## config.mk

```make
export PLATFORM = sky130hd
export DESIGN_NAME = debug_console
export DESIGN_NICKNAME = d
export VERILOG_FILES = /design/src/rtl/debug_pkg.sv /design/src/rtl/step_gen.sv /design/src/rtl/debug_console.sv
export SDC_FILE = /design/constraint.sdc
export NUM_CORES = 1
export LEC_CHECK = 0
export CAP_MARGIN = 20
export CORE_MARGIN = 2
export CORE_UTILIZATION = 50
export CTS_CLUSTER_DIAMETER = 80
export CTS_CLUSTER_SIZE = 14
export DETAILED_ROUTE_END_ITERATION = 12
export GPL_ROUTABILITY_DRIVEN = 0
export PLACE_DENSITY = 0.83
export SLEW_MARGIN = 20
export SYNTH_ARGS = -nofsm -noshare
export SYNTH_HDL_FRONTEND = slang
export SYNTH_SLANG_ARGS = --single-unit
```

## constraint.sdc

```tcl
create_clock -name Clock -period 4.7 [get_ports Clock]
set_input_delay 1.175 -clock Clock [delete_from_list [all_inputs] [get_ports Clock]]
set_output_delay 1.175 -clock Clock [all_outputs]
set_load 0.05 [all_outputs]
```

## src/rtl/debug_pkg.sv

```systemverilog
// Shared types and default timing constants for the debug console.
package debug_pkg;

   typedef enum logic [1:0] {
      IDLE = 2'd0,
      STEP = 2'd1,
      RUN  = 2'd2
   } step_state_t;

   localparam int unsigned DefRotateCycles = 50_000_000;
   localparam int unsigned DefRunDiv       = 5_000_000;

endpackage

```

## src/rtl/step_gen.sv

```systemverilog
// Processor clock-enable generator: single-step or divided free-run, plus pulse counter.
module step_gen
   import debug_pkg::*;
#(
   parameter int unsigned RunDiv = DefRunDiv
) (
   input  logic        clk_i,
   input  logic        rst_ni,
   input  logic        step_req_i,
   input  logic        run_mode_i,
   output logic        proc_enable_o,
   output logic [15:0] step_count_o
);

   localparam int unsigned DW = $clog2(RunDiv);

   step_state_t   state_q, state_d;
   logic [DW-1:0] div_q, div_d;
   logic          proc_en_q, proc_en_d;
   logic [15:0]   step_cnt_q, step_cnt_d;

   always_comb begin
      state_d = state_q;
      div_d   = '0;
      unique case (state_q)
         IDLE: begin
            if (run_mode_i) begin
               state_d = RUN;
            end else if (step_req_i) begin
               state_d = STEP;
            end
         end
         STEP: state_d = IDLE;
         RUN: begin
            if (!run_mode_i) begin
               state_d = IDLE;
            end else if (div_q != DW'(RunDiv - 1)) begin
               div_d = div_q + DW'(1);
            end
         end
         default: state_d = IDLE;
      endcase
      // Pulse is registered so it lines up with the state/count it belongs to.
      proc_en_d  = (state_d == STEP) || ((state_d == RUN) && (div_d == DW'(RunDiv - 1)));
      step_cnt_d = step_cnt_q + 16'(proc_en_q);
   end

   always_ff @(posedge clk_i) begin
      if (!rst_ni) begin
         state_q    <= IDLE;
         div_q      <= '0;
         proc_en_q  <= 1'b0;
         step_cnt_q <= '0;
      end else begin
         state_q    <= state_d;
         div_q      <= div_d;
         proc_en_q  <= proc_en_d;
         step_cnt_q <= step_cnt_d;
      end
   end

   assign proc_enable_o = proc_en_q;
   assign step_count_o  = step_cnt_q;

endmodule

```

## src/rtl/debug_console.sv

```systemverilog
// Debug front end: processor step/run enable plus probe channel selection and hex capture.
module debug_console
   import debug_pkg::*;
#(
   parameter int unsigned WIDTH         = 16,
   parameter int unsigned CHANNELS      = 8,
   parameter int unsigned ROTATE_CYCLES = DefRotateCycles,
   parameter int unsigned RUN_DIV       = DefRunDiv,
   parameter int unsigned CW            = $clog2(CHANNELS)
) (
   input  logic                               Clock,
   input  logic                               Reset_n,
   input  logic                               StepReq,
   input  logic                               RunMode,
   input  logic                               AutoRotate,
   input  logic [CW-1:0]                      ChanSel,
   input  logic                               Freeze,
   input  logic [CHANNELS-1:0][WIDTH-1:0]     Probes,
   output logic                               ProcEnable,
   output logic [CW-1:0]                      ShownChan,
   output logic [WIDTH/4-1:0][3:0]            Digits,
   output logic [15:0]                        StepCount
);

   localparam int unsigned RW = (ROTATE_CYCLES > 1) ? $clog2(ROTATE_CYCLES) : 1;

   step_gen #(
      .RunDiv (RUN_DIV)
   ) u_step_gen (
      .clk_i         (Clock),
      .rst_ni        (Reset_n),
      .step_req_i    (StepReq),
      .run_mode_i    (RunMode),
      .proc_enable_o (ProcEnable),
      .step_count_o  (StepCount)
   );

   // The channel index doubles as the displayed channel: both update and freeze together.
   logic [CW-1:0]            chan_q, chan_d;
   logic [RW-1:0]            rot_q, rot_d;
   logic [WIDTH/4-1:0][3:0]  digits_q, digits_d;

   always_comb begin
      chan_d   = chan_q;
      rot_d    = rot_q;
      digits_d = digits_q;
      if (!Freeze) begin
         if (AutoRotate) begin
            if (rot_q == RW'(ROTATE_CYCLES - 1)) begin
               rot_d  = '0;
               chan_d = (chan_q == CW'(CHANNELS - 1)) ? '0 : chan_q + CW'(1);
            end else begin
               rot_d = rot_q + RW'(1);
            end
         end else begin
            rot_d  = '0;
            chan_d = (32'(ChanSel) < CHANNELS) ? ChanSel : CW'(CHANNELS - 1);
         end
         digits_d = Probes[chan_d];
      end
   end

   always_ff @(posedge Clock) begin
      if (!Reset_n) begin
         chan_q   <= '0;
         rot_q    <= '0;
         digits_q <= '0;
      end else begin
         chan_q   <= chan_d;
         rot_q    <= rot_d;
         digits_q <= digits_d;
      end
   end

   assign ShownChan = chan_q;
   assign Digits    = digits_q;

endmodule

```

-- Word level (Yosys, flattened, before mapping)
Cells that the tools add are included.
- input port bits: 137
- logic and storage cells: 40
- output and inout bits: 36
- flip-flop bits (word level): 87
- magnitude comparators: 1
- muxes and demuxes: 15
- reductions and logical operators: 3
- equal/unequal tests: 7
- $add $sub $neg: 4
- operators with widths (cell ; number):
    23-bit 2-to-1 mux ; 3
    26-bit 2-to-1 mux ; 2
    16-bit binary-select mux with 3-bit select ; 1
    26-bit by 1-bit adder with 26-bit output, second input constant ; 1
    26-bit equality test, second input constant ; 1
    23-bit by 1-bit adder with 23-bit output, second input constant ; 1
    23-bit equality test, second input constant ; 1
    23-bit != test, second input constant ; 1
    16-bit by 1-bit adder with 16-bit output ; 1
    16-bit 2-to-1 mux ; 1
    3-bit 2-to-1 mux ; 4
    2-bit 2-to-1 mux ; 3
    2-bit equality test, second input constant ; 2
    3-bit by 4-bit less-than comparator with 1-bit output, second input constant ; 1
    2-bit one-hot mux with 2 select lines ; 1
    3-bit by 1-bit adder with 3-bit output, second input constant ; 1
    3-bit equality test, second input constant ; 1
    2-bit by 1-bit equality test with 1-bit output, second input constant ; 1
    2-bit logical NOT ; 1
    1-bit logical AND ; 1
    1-bit logical OR ; 1

-- Depth between registers and ports, before layout
- word-level depth: 7
- depth in mapped cells: 10
- mapped depth without buffers: 8

-- By module
A second synthesis with hierarchy kept.
- cells, all modules: 629
- area, all modules: 5376.4 µm²
- modules (own cells, without submodules) (module ; cells each ; seq. area each (µm²) ; instances ; area an instance (µm²)):
    debug_console ; 391 ; 900.9 ; 1 ; 3273.1
    step_gen ; 238 ; 840.8 ; 1 ; 2103.3

-- Worst setup path before layout
No wires, ideal clock.
- kind: reg2reg
- start: register rot_q[10]
- end: register digits_q, in the netlist Digits[12]
- cell stages (with the launch flop): 10
- data required time: 4.582 ns
- setup slack: 1.876 ns
- path buffers: 2
- arrival time: 2.706 ns
- cells stage by stage: dfxtp_1 or4b_1 or4_1 buf_6 o211a_1 nor3_2 buf_2 mux2i_1 mux2i_1 o2111a_1
- cells in the longest elaborated chain, start to end: 6
- ends and longest elaborated chain (element ; RTL line ; text):
    start, declared ; debug_console.sv:40 ; logic [RW-1:0] rot_q, rot_d;
    start signal, assigned ; debug_console.sv:70 ; rot_q <= rot_d;
    26-bit equality test ; debug_console.sv:49 ; if (rot_q == RW'(ROTATE_CYCLES - 1)) begin
    3-bit 2-to-1 mux ; debug_console.sv:49 ;
    3-bit 2-to-1 mux ; debug_console.sv:48 ; if (AutoRotate) begin
    3-bit 2-to-1 mux ; debug_console.sv:47 ; if (!Freeze) begin
    16-bit binary-select mux with 3-bit select ; debug_console.sv:59 ; digits_d = Probes[chan_d];
    16-bit 2-to-1 mux (implied by the code) ; debug_console.sv:59 ;
    end signal, assigned ; debug_console.sv:71 ; digits_q <= digits_d;
    end, declared ; debug_console.sv:41 ; logic [WIDTH/4-1:0][3:0] digits_q, digits_d;
No other way between the ends. The select of a mux whose other input is x is not followed.
A chain may end at the register's enable or synchronous reset.

-- Worst setup path after layout
- start: register rot_q[10]
- end: register digits_q, in the netlist Digits[5]
The elaborated chain is that of the path after synthesis.

==> impl_results.md <==
* Share of layout cells above drive strength 1 at about 4.9%
* Worst-path clk slew at 80 ps
* Period utilization at between 70 and 80%
* Worst endpoint data arrival time at 3890 ps
* Post-synth EDFFs at 0
* HP Class: reg2reg
* Area of the core at 0.0102 mm²
* CP required at 4960 ps
* IO Port Bufs at 172
* Die width at 106 µm
* Initial antenna violation count at 0
* Main area contributors after synthesis: dfxtp_1, mux2i_1, xor2_1
* Post-route cell area at around 0.0072 mm²
* Routed len/inst at about 18 µm
* IO Pins at around 170
* Diodes inserted at 0
* Total GRT Usage at 27.9%
* Pre-CTS setup slack at between 900 and 1000 ps
* TritonCTS clock tree: done
* Worst-Margin Slew at 920 ps
* Final worst slack at 1070 ps
* Die Y at 106 µm
* Post-Syn Instances at 612
* Worst Path Max Fanout at 30
* CP Buf/Inv Count at 1
* Vias in the first global route at 5167
* FP Rows at 37
* Setup crit end kind: flop
* Area Growth Syn to Fin at 38.3%
* CP startpoint kind: flop
* Antenna-violating nets left at 0
* Synth top area share at around 33%
* Final Power at roughly 1700 µW
* Iter 0 DRT Violations at 302
* Vias post-DR at between 5000 and 6000
* Flop2flop setup slack at 1070 ps
* Cell Pwr Density at 236 mW/mm²
* DP HPWL at 11800 µm
* Largest area contributor in the netlist: dfxtp_1
* Final hold viol count at 0
* Post-synth net total at around 760
* Clk sinks at 87
* Commonest non-fill, non-tap cell in the layout: clkdlybuf4s50_1
* Final setup vio count at 0
* Main synth FF type: dfxtp_1
* Placement Cell Area at 0.00704 mm²
* CTS HTree Levels at 3
* Slowest cell on the critical path: o41ai_1
* Minimum clock period at ~3600 ps
* Commonest non-fill, non-tap cells in the layout: clkdlybuf4s50_1, dfxtp_1, nor2_1
* Vias/cell at 5.75
* Largest net degree at the start of global routing at 42
* CP max stage delay at about 760 ps
* Clk_lat worst skew at around 360 ps
* CTS root buffer: clkbuf_8
* Clock skew at 8.32 ps
* Grt ovf at 0
* Slew HR at 38.5%
* Status: finished clean
* Max Cap Violations at 0
* Overall die area at 0.0113 mm²
* Fmax at 275 MHz
* DRC Markers at 0
* Cell area after synthesis at 0.00523 mm²
* Ys Warns at 0
* Max Root-Sink Buffers at 2
* Initial DRT Pass Iterations at 5
* Max rail drop VDD at approximately 150 µV
* Sequential area share after synthesis at 33.3%
* RSZ-0062 raised after global routing: false
* Hold Buf Count CTS at 0
* Final Max Slew Viols at 0
* FILL cells at just over 800
* CTS buffer count at 9
* Leakage at 0.00263 µW
* Seq cells post-synth at 87
* WL final at 16000 µm
* Post-CTS Resized at 0
* First-pass GRT wire length at 25300 µm
* Post-synth cell types at 58
* Share of synthesized flip-flops with an asynchronous set or reset at 0%
* Post-route setup TNS at 0 ps
* Nets@finish at roughly 900
* Cell family with most CP delay: compound AO/OA/AOI/OAI gates
* Multi-input gate area at approximately 0.0033 mm²
* Initial Util at 51.1%
* Post-CTS setup buffer count at 0
* Crit path cell chain: or4b_1, or4_1, o41ai_1, o21ai_4, buf_4, a211oi_1, o21ai_0, o2111a_1
* Syn Area/Cell at 8.54 µm²
* Reg area at 0.00174 mm²
* Crit Path Class: reg2reg
* Layout Utilization at 70.6%
final cells by class:
cell class                      count  share of cell area (%)
Sequential cell                    87                    24.1
Tap cell                          136                    2.35
Clock inverter                      4                   0.623
Multi-Input combinational cell    480                    45.7
Clock buffer                       12                    2.01
Inverter                            8                   0.416
Timing Repair Buffer              181                    24.8
cell families after synthesis:
group                      Yosys count  synth area share, %
and+or+nand+nor                    235                 24.0
AOI/OAI and AO/OA                  145                 20.8
DFF                                 87                 33.3
xor gates and xnor gates            54                 9.05
buffers and inverters               45                 3.69
muxes                               40                 7.66
adders and majority gates            6                 1.44
registers in the layout, indices dropped and copies added, names as in the netlist:
register,count
ShownChan,3
u_step_gen.proc_enable_o,1
rot_q,26
u_step_gen.step_count_o,16
Digits,16
u_step_gen.div_q,23
u_step_gen.state_q,2
worst reg2reg max path: cells and delay by family (launching register included):
| family | cells | cell delay (ps) |
|---|---|---|
| buffers and inverters | 1 | 310 |
| DFF | 1 | 370 |
| AOI/OAI and AO/OA | 5 | 1690 |
| and+or+nand+nor | 2 | 1180 |
synth_stat cells (6+ instances only):
cell and instances:
a211o_1 6, a211oi_1 28, a21oi_1 20, and2_1 18, and3_1 12, clkbuf_1 28
dfxtp_1 87, ha_1 6, inv_1 8, mux2i_1 40, nand2_1 42, nand2b_1 14
nand3_1 31, nand4_1 14, nor2_1 56, nor3_1 7, o2111a_1 12, o21ai_0 26
o31a_1 23, or2_2 6, or3_1 6, xnor2_1 25, xor2_1 29
where the power goes:
group	switching, µW	total [µW]	internal [µW]
logic	200	411	211
clock network	267	525	258
registers	11.6	766	754
total	478	1700	1220
through the flow:
stage          hold WS (ps)  cells
3_3_place_gp            462    892
2_1_floorplan           444    612
5_1_grt                 508    908
6_report                487    908
3_5_place_dp            474    892
4_1_cts                 494    908
worst paths after layout:
path | from | to | depth (start not counted)
worst max register to register | rot_q[10] | Digits[5] | 8
worst max-delay path | rot_q[10] | Digits[5] | 8
worst min register to register | u_step_gen.div_q[0] | u_step_gen.div_q[0] | 1
worst min-delay path | u_step_gen.div_q[0] | u_step_gen.div_q[0] | 1
layer usage:
layer	global-route usage, %	share of wire, %
met1	34.5	41
met2	47.7	50
met3	6.01	6.5
met4	10.1	2.6
met5	0	0
Note: power is estimated with default switching activity, not from simulation.
